`src/rtl/mem_port_arbiter_if.sv`:
```
// mem_port_arbiter_if: requester handshakes plus external memory bus for the port arbiter.
// Latency: none, wires only.
// Backpressure: requesters hold req until ack; memory stalls through ACK_n.
interface mem_port_arbiter_if #(
  parameter int BIT_WIDTH = 32
);
  // instruction fetch requester
  logic                 i_req;
  logic [BIT_WIDTH-1:0] i_addr;
  logic                 i_ack;
  logic [BIT_WIDTH-1:0] i_rdata;
  // data requester
  logic                 d_req;
  logic                 d_write;
  logic [1:0]           d_size;
  logic [BIT_WIDTH-1:0] d_addr;
  logic [BIT_WIDTH-1:0] d_wdata;
  logic                 d_ack;
  logic [BIT_WIDTH-1:0] d_rdata;
  logic                 err;
  // external memory bus
  logic [BIT_WIDTH-1:0] MAD;
  logic                 MREQ;
  logic                 WRITE;
  logic [1:0]           SIZE;
  logic                 IFETCH;
  logic [BIT_WIDTH-1:0] MDT_O;
  logic [BIT_WIDTH-1:0] MDT_I;
  logic                 ACK_n;
  logic                 bus_err;

  modport slave (
    input  i_req, i_addr, d_req, d_write, d_size, d_addr, d_wdata, MDT_I, ACK_n,
    output i_ack, i_rdata, d_ack, d_rdata, err, MAD, MREQ, WRITE, SIZE, IFETCH, MDT_O, bus_err
  );

  modport master (
    output i_req, i_addr, d_req, d_write, d_size, d_addr, d_wdata, MDT_I, ACK_n,
    input  i_ack, i_rdata, d_ack, d_rdata, err, MAD, MREQ, WRITE, SIZE, IFETCH, MDT_O, bus_err
  );
endinterface

```
`src/rtl/mem_port_arbiter.sv`:
```
// mem_port_arbiter: shares one memory port between instruction fetch and data requesters, data first with a starvation guard.
// Latency: grant cycle, >=1 bus cycle, registered ack cycle (3 cycles with a 1-cycle memory).
// Backpressure: requesters hold req until ack; memory stalls via ACK_n, aborted with err after TIMEOUT busy cycles.
module mem_port_arbiter #(
  parameter int BIT_WIDTH   = 32,
  parameter int MAX_DSTREAK = 4,
  parameter int TIMEOUT     = 16
) (
  input logic               clk,
  input logic               rst,
  mem_port_arbiter_if.slave bus
);
  localparam logic [3:0] STREAK_MAX = 4'(MAX_DSTREAK);
  localparam logic [7:0] TMO_LAST   = 8'(TIMEOUT - 1);

  typedef enum logic {IDLE = 1'b0, BUSY = 1'b1} state_t;

  state_t               state, state_nxt;
  logic [3:0]           streak;
  logic [7:0]           tcnt;
  logic                 grant_d, grant_i, ack_ok, tmo;
  logic [BIT_WIDTH-1:0] lat_addr, lat_wdata;
  logic [1:0]           lat_size;
  logic                 lat_write, lat_ifetch;

  // Grant selection in IDLE and completion/abort detection in BUSY.
  always_comb begin
    grant_d = 1'b0;
    grant_i = 1'b0;
    if (state == IDLE) begin
      // data wins unless it has already taken MAX_DSTREAK grants past a waiting fetch
      if (bus.d_req && !(bus.i_req && streak == STREAK_MAX)) grant_d = 1'b1;
      else if (bus.i_req)                                    grant_i = 1'b1;
    end
    ack_ok = (state == BUSY) && !bus.ACK_n;
    tmo    = (state == BUSY) && bus.ACK_n && (tcnt == TMO_LAST);
  end

  // State register.
  always_ff @(posedge clk or negedge rst) begin
    if (!rst) state <= IDLE;
    else      state <= state_nxt;
  end

  // Next-state logic.
  always_comb begin
    state_nxt = state;
    case (state)
      IDLE:    if (grant_d || grant_i) state_nxt = BUSY;
      BUSY:    if (ack_ok || tmo)      state_nxt = IDLE;
      default: state_nxt = IDLE;
    endcase
  end

  // Bus outputs: strobes only while BUSY, address/size/data hold their latched values.
  always_comb begin
    bus.MREQ   = (state == BUSY);
    bus.WRITE  = (state == BUSY) && lat_write;
    bus.IFETCH = (state == BUSY) && lat_ifetch;
    bus.MAD    = lat_addr;
    bus.SIZE   = lat_size;
    bus.MDT_O  = lat_wdata;
  end

  // Latch request fields at grant and track the data streak and busy-cycle count.
  always_ff @(posedge clk or negedge rst) begin
    if (!rst) begin
      lat_addr   <= '0;
      lat_wdata  <= '0;
      lat_size   <= 2'b00;
      lat_write  <= 1'b0;
      lat_ifetch <= 1'b0;
      streak     <= 4'd0;
      tcnt       <= 8'd0;
    end else if (grant_d) begin
      lat_addr   <= bus.d_addr;
      lat_wdata  <= bus.d_wdata;
      lat_size   <= bus.d_size;
      lat_write  <= bus.d_write;
      lat_ifetch <= 1'b0;
      tcnt       <= 8'd0;
      if (!bus.i_req)                streak <= 4'd0;
      else if (streak != STREAK_MAX) streak <= streak + 4'd1;
    end else if (grant_i) begin
      lat_addr   <= bus.i_addr;
      lat_wdata  <= '0;
      lat_size   <= 2'b00;
      lat_write  <= 1'b0;
      lat_ifetch <= 1'b1;
      tcnt       <= 8'd0;
      streak     <= 4'd0;
    end else if (state == BUSY && bus.ACK_n && !tmo) begin
      tcnt <= tcnt + 8'd1;
    end
  end

  // Completion: one-cycle ack pulse, read-data capture, abort reporting.
  always_ff @(posedge clk or negedge rst) begin
    if (!rst) begin
      bus.i_ack   <= 1'b0;
      bus.d_ack   <= 1'b0;
      bus.err     <= 1'b0;
      bus.i_rdata <= '0;
      bus.d_rdata <= '0;
      bus.bus_err <= 1'b0;
    end else begin
      bus.i_ack <= 1'b0;
      bus.d_ack <= 1'b0;
      bus.err   <= 1'b0;
      if (ack_ok || tmo) begin
        bus.err <= tmo;
        if (tmo) bus.bus_err <= 1'b1;
        if (lat_ifetch) begin
          bus.i_ack   <= 1'b1;
          bus.i_rdata <= tmo ? '0 : bus.MDT_I;
        end else begin
          bus.d_ack <= 1'b1;
          // a completed store leaves the last load result in place
          if (tmo)             bus.d_rdata <= '0;
          else if (!lat_write) bus.d_rdata <= bus.MDT_I;
        end
      end
    end
  end
endmodule

```
`src/flat_wrapper.sv`:
```
// flat-port wrapper written by rule: the top's interface ports become plain ports
module mem_port_arbiter_flat 
#(
  parameter int BIT_WIDTH   = 32,
  parameter int MAX_DSTREAK = 4,
  parameter int TIMEOUT     = 16
)
  (clk, rst, bus_i_req, bus_i_addr, bus_d_req, bus_d_write, bus_d_size, bus_d_addr, bus_d_wdata, bus_MDT_I, bus_ACK_n, bus_i_ack, bus_i_rdata, bus_d_ack, bus_d_rdata, bus_err, bus_MAD, bus_MREQ, bus_WRITE, bus_SIZE, bus_IFETCH, bus_MDT_O, bus_bus_err);
  mem_port_arbiter_if #(.BIT_WIDTH(BIT_WIDTH)) bus_i ();
  input logic clk;
  input logic rst;
  input wire logic [$bits(bus_i.i_req)-1:0] bus_i_req;
  input wire logic [$bits(bus_i.i_addr)-1:0] bus_i_addr;
  input wire logic [$bits(bus_i.d_req)-1:0] bus_d_req;
  input wire logic [$bits(bus_i.d_write)-1:0] bus_d_write;
  input wire logic [$bits(bus_i.d_size)-1:0] bus_d_size;
  input wire logic [$bits(bus_i.d_addr)-1:0] bus_d_addr;
  input wire logic [$bits(bus_i.d_wdata)-1:0] bus_d_wdata;
  input wire logic [$bits(bus_i.MDT_I)-1:0] bus_MDT_I;
  input wire logic [$bits(bus_i.ACK_n)-1:0] bus_ACK_n;
  output wire logic [$bits(bus_i.i_ack)-1:0] bus_i_ack;
  output wire logic [$bits(bus_i.i_rdata)-1:0] bus_i_rdata;
  output wire logic [$bits(bus_i.d_ack)-1:0] bus_d_ack;
  output wire logic [$bits(bus_i.d_rdata)-1:0] bus_d_rdata;
  output wire logic [$bits(bus_i.err)-1:0] bus_err;
  output wire logic [$bits(bus_i.MAD)-1:0] bus_MAD;
  output wire logic [$bits(bus_i.MREQ)-1:0] bus_MREQ;
  output wire logic [$bits(bus_i.WRITE)-1:0] bus_WRITE;
  output wire logic [$bits(bus_i.SIZE)-1:0] bus_SIZE;
  output wire logic [$bits(bus_i.IFETCH)-1:0] bus_IFETCH;
  output wire logic [$bits(bus_i.MDT_O)-1:0] bus_MDT_O;
  output wire logic [$bits(bus_i.bus_err)-1:0] bus_bus_err;
  assign bus_i.i_req = bus_i_req;
  assign bus_i.i_addr = bus_i_addr;
  assign bus_i.d_req = bus_d_req;
  assign bus_i.d_write = bus_d_write;
  assign bus_i.d_size = bus_d_size;
  assign bus_i.d_addr = bus_d_addr;
  assign bus_i.d_wdata = bus_d_wdata;
  assign bus_i.MDT_I = bus_MDT_I;
  assign bus_i.ACK_n = bus_ACK_n;
  assign bus_i_ack = bus_i.i_ack;
  assign bus_i_rdata = bus_i.i_rdata;
  assign bus_d_ack = bus_i.d_ack;
  assign bus_d_rdata = bus_i.d_rdata;
  assign bus_err = bus_i.err;
  assign bus_MAD = bus_i.MAD;
  assign bus_MREQ = bus_i.MREQ;
  assign bus_WRITE = bus_i.WRITE;
  assign bus_SIZE = bus_i.SIZE;
  assign bus_IFETCH = bus_i.IFETCH;
  assign bus_MDT_O = bus_i.MDT_O;
  assign bus_bus_err = bus_i.bus_err;
  mem_port_arbiter #(.BIT_WIDTH(BIT_WIDTH), .MAX_DSTREAK(MAX_DSTREAK), .TIMEOUT(TIMEOUT)) u_core (.clk(clk), .rst(rst), .bus(bus_i));
endmodule
```
`config.mk`:
```
export PLATFORM = sky130hd
export DESIGN_NAME = mem_port_arbiter_flat
export DESIGN_NICKNAME = d
export VERILOG_FILES = /design/src/rtl/mem_port_arbiter_if.sv /design/src/rtl/mem_port_arbiter.sv /design/src/flat_wrapper.sv
export SDC_FILE = /design/constraint.sdc
export NUM_CORES = 1
export LEC_CHECK = 0
export CAP_MARGIN = 20
export CORE_ASPECT_RATIO = 1.1
export CORE_UTILIZATION = 35
export CTS_BUF_LIST = sky130_fd_sc_hd__clkbuf_8
export DETAILED_ROUTE_END_ITERATION = 8
export GPL_ROUTABILITY_DRIVEN = 0
export PLACE_DENSITY = 0.71
export SLEW_MARGIN = 30
export SYNTH_ARGS = -nofsm -noshare
export SYNTH_HDL_FRONTEND = slang
export SYNTH_SLANG_ARGS = --single-unit
```
`constraint.sdc`:
```
create_clock -name clk -period 1.5 [get_ports clk]
set_input_delay 0.225 -clock clk [delete_from_list [all_inputs] [get_ports clk]]
set_output_delay 0.225 -clock clk [all_outputs]
set_load 0.1 [all_outputs]
```
==> summary.md <==
| Metric | Value |
|---|---|
| Routed Antenna Nets | 0 |
| Seq/Total Area, Yosys | 59.89% |
| Routed wire length | 23330 um |
| Post-DP Area | 0.01103 mm2 |
| Syn nets | 736 |
| Worst setup path category | register to register |
| Minimum clock period | 1693 ps |
| Design area | ~0.013 mm2 |
| CP startpoint kind | register |
| Total congestion overflow | 0 |
| Initial antenna violation count | 1 |
| Vias per cell | a little over 5 |
| First-pass iteration count of the detailed router | 5 |
| RSZ-0062 raised after global routing | true |
| CP endpoint kind | register |
| Worst Path Arrival | ~2100 ps |
| Fin. Hold Viols | 0 |
| CTS Buf Count | 17 |
| PnR worst setup slack | -193.4 ps |
| Final setup violation count | between 100 and 150 |
| Cells after Synth | 597 |
| Port Buf Inserts | 272 |
| Rows | 50 |
| Clock Tree Buf Depth | 2 |
| Mapped cell area | a little over 0.006 mm2 |
| Layout cells sized above 1 | 40.85% |
| Fin crit share | 112.9% |
| Per-cell routed wire length | 19.77 um |
| Worst Reg-to-Reg Cells | 9 |
| Worst EP required | around 1900 ps |
| Die Y | around 140 um |
| Post-Syn Area per Cell | around 10 um2 |
| Worst slew pin tran | 418.9 ps |
| Most Used Layer, Global Route | met2 |
| Vias | slightly above 6000 |
| Pin count of the biggest net entering global routing | between 40 and 50 |
| Clk slew on worst S/H paths | ~90 ps |
| Initial Util | 36.19% |
| Slew Viols, Final | 0 |
| R2R Path End | u_core.bus.MAD[21] |
| Run status | finished with violations |
| Failing checks | setup timing |
| Fillers | 1087 |
| #FFs+latches synth | about 150 |
| Die Span X | 129.2 um |
| Num ports | roughly 270 |
| Layout Nets | around 1100 |
| Vias in the first global route | 5927 |
| Final Skew | 13.98 ps |
| CTS H-tree lvls | 4 |
| # clock sinks | 149 |
| All-layer global routing usage | about a quarter |
| Slew headroom | 71.98% |
| Max frequency | about 590 MHz |
| Hold WC Path Type | input pin to async pin |
| Area of the core | 0.01720 mm2 |
| Max Cap Viol | 0 |
| CTS tree | done |
| Met3 track demand over resource | 9.427% |
| M1 GR Usage | approximately 28% |
| Synth unique cells | 36 |
| DP Worst Slack | -289.1 ps |
| Worst-path maximum fanout | 8 |
| R2r setup slk | -190 ps |
| Yosys warning count | 0 |
| Skew-Pair Late Insertion Delay | roughly 470 ps |
| Remaining DRCs | 0 |
| Initial DRC count | 303 |
| R2R Path Start | u_core.streak[1] |
| CTS root buffer | clkbuf_8 |
| GR Layer Usage met2 | between 30% and 40% |
| First-pass GRT wire length | 32920 um |
| Die area | 0.01833 mm2 |
| Final HPWL DP | around 15000 um |
| Area delta synth->final | 101.0% |
[cells in the mapped netlist]
cell / instances / share of area, %
o21ai_1: 5 / 0.40
nor3_1: 4 / 0.32
and3_1: 1 / 0.10
clkbuf_2: 3 / 0.24
nor3_2: 1 / 0.16
or2_2: 2 / 0.20
nand2_1: 174 / 10
nand4b_1: 1 / 0.14
clkbuf_1: 12 / 0.72
nand3_1: 9 / 0.72
nor3b_2: 1 / 0.20
mux2i_1: 34 / 5.5
o21ai_0: 69 / 5.5
and4b_1: 1 / 0.16
dfrtp_1: 149 / 60
nand2b_1: 2 / 0.20
and2_1: 3 / 0.30
nand2_2: 1 / 0.10
xnor2_1: 3 / 0.42
nor2_1: 9 / 0.54
o21bai_1: 1 / 0.12
buf_4: 5 / 0.60
a22o_1: 32 / 4.5
o21ai_2: 1 / 0.14
buf_6: 5 / 0.90
nor4_1: 1 / 0.10
nor2b_1: 2 / 0.20
a21oi_1: 2 / 0.16
inv_1: 7 / 0.42
a22oi_1: 32 / 3.9
buf_2: 16 / 1.3
a41oi_1: 1 / 0.14
a31oi_1: 3 / 0.30
ha_1: 3 / 0.60
or3_4: 1 / 0.18
xor2_1: 1 / 0.14
[cell usage in the layout (no fill, tap or decap), types with 2 or more instances in the layout]
cell type | Yosys | layout
a22o_1 | 32 | 32
a22oi_1 | 32 | 32
a31oi_1 | 3 | 2
and2_4 | 0 | 3
buf_12 | 0 | 154
buf_4 | 5 | 33
buf_6 | 5 | 10
buf_8 | 0 | 10
clkbuf_16 | 0 | 10
clkbuf_8 | 0 | 21
clkdlybuf4s50_1 | 0 | 134
clkinvlp_4 | 0 | 4
dfrtp_1 | 149 | 147
inv_1 | 7 | 5
inv_2 | 0 | 2
inv_6 | 0 | 5
mux2i_1 | 34 | 34
nand2_1 | 174 | 103
nand2_2 | 1 | 58
nand2_4 | 0 | 13
nand2_8 | 0 | 5
nand3_1 | 9 | 8
nor2_1 | 9 | 9
nor3_2 | 1 | 2
nor3_4 | 0 | 2
o21ai_0 | 69 | 4
o21ai_1 | 5 | 37
o21ai_2 | 1 | 33
or2_2 | 2 | 2
xnor2_1 | 3 | 3
[state kept, by name, indices dropped and copies added, names as in the netlist, 2 cells and up]
register            count
u_core.bus.SIZE         2
u_core.tcnt             8
u_core.bus.MAD         32
u_core.bus.i_rdata     32
u_core.bus.MDT_O       32
u_core.bus.d_rdata     32
u_core.streak           4
[area by class of cell]
| class | instances | area [um2] | area share, % |
|---|---|---|---|
| antenna | 1 | 2.502 | 0.02000 |
| clock buffer | 21 | 289.0 | 2.310 |
| clock inverter | 11 | 112.6 | 0.8998 |
| inverter | 7 | 26.28 | 0.2100 |
| multi-input combinational | 404 | 2835 | 22.66 |
| sequential | 149 | 3734 | 29.83 |
| tap | 234 | 292.8 | 2.340 |
| timing repair buffer | 353 | 5223 | 41.73 |
[kinds of logic after synthesis]
logic type	Yosys count	synth area share [%]
simple gates	213	14.13
flops	149	59.89
compound gates	146	15.17
buf+inv	48	4.180
mux	34	5.466
xor+xnor	4	0.5628
fa+ha+maj	3	0.6030
[timing repair]
item	in CTS	in global routing
endpoints found under the hold margin	86	0
gates cloned	4	15
buffers inserted	9	3
gates resized for setup	70	131
endpoints found under the setup margin	103	144
pin swaps	29	69
hold buffers	1	0
[worst max-delay path, stage by stage, from the launching register on]
cell	delay [ps]
dfrtp_1	380
inv_2	60
ha_4	150
and4b_1	190
nor3b_4	200
buf_6	190
buf_16	170
clkbuf_16	150
nand2_2	40
o21ai_1	80
[worst max path at each step]
stage	from	endpoint	slack (ps)	depth (start not counted)
after detailed placement	bus_i_req	u_core.bus.MAD[12]	-290	7
after global placement	bus_i_req	u_core.bus.MAD[1]	-210	6
after floorplan	u_core.bus.MREQ	u_core.bus.i_rdata[10]	-190	5
after global routing	u_core.streak[1]	u_core.bus.MDT_O[4]	-280	9
after CTS	u_core.streak[1]	u_core.bus.MDT_O[12]	-180	9
final	u_core.streak[1]	u_core.bus.MAD[21]	-190	9
[per-layer routing]
layer,wire length (um),up-vias,part of all wire (%)
met5,0,-,0
met4,678,0,2.9
met3,2390,51,10
met2,11800,283,51
met1,8454,2968,36
li1,-,2740,-
[through the flow]
stage | hold slack [ps] | util (%) | instances | setup TNS (ps)
final | 243.9 | 72.74 | 1180 | -14160
after global routing | 258.7 | 72.74 | 1180 | -22120
after CTS | 226.2 | 68.32 | 1162 | -12220
after detailed placement | 153.7 | 64.11 | 1116 | -25410
after global placement | 155.7 | 64.11 | 1116 | -20470
after floorplan | -70.59 | - | 597 | -7274
Power is left out: the tool's default activity adds up to more than one toggle a clock period on the data nets, which glitch-free logic cannot reach.
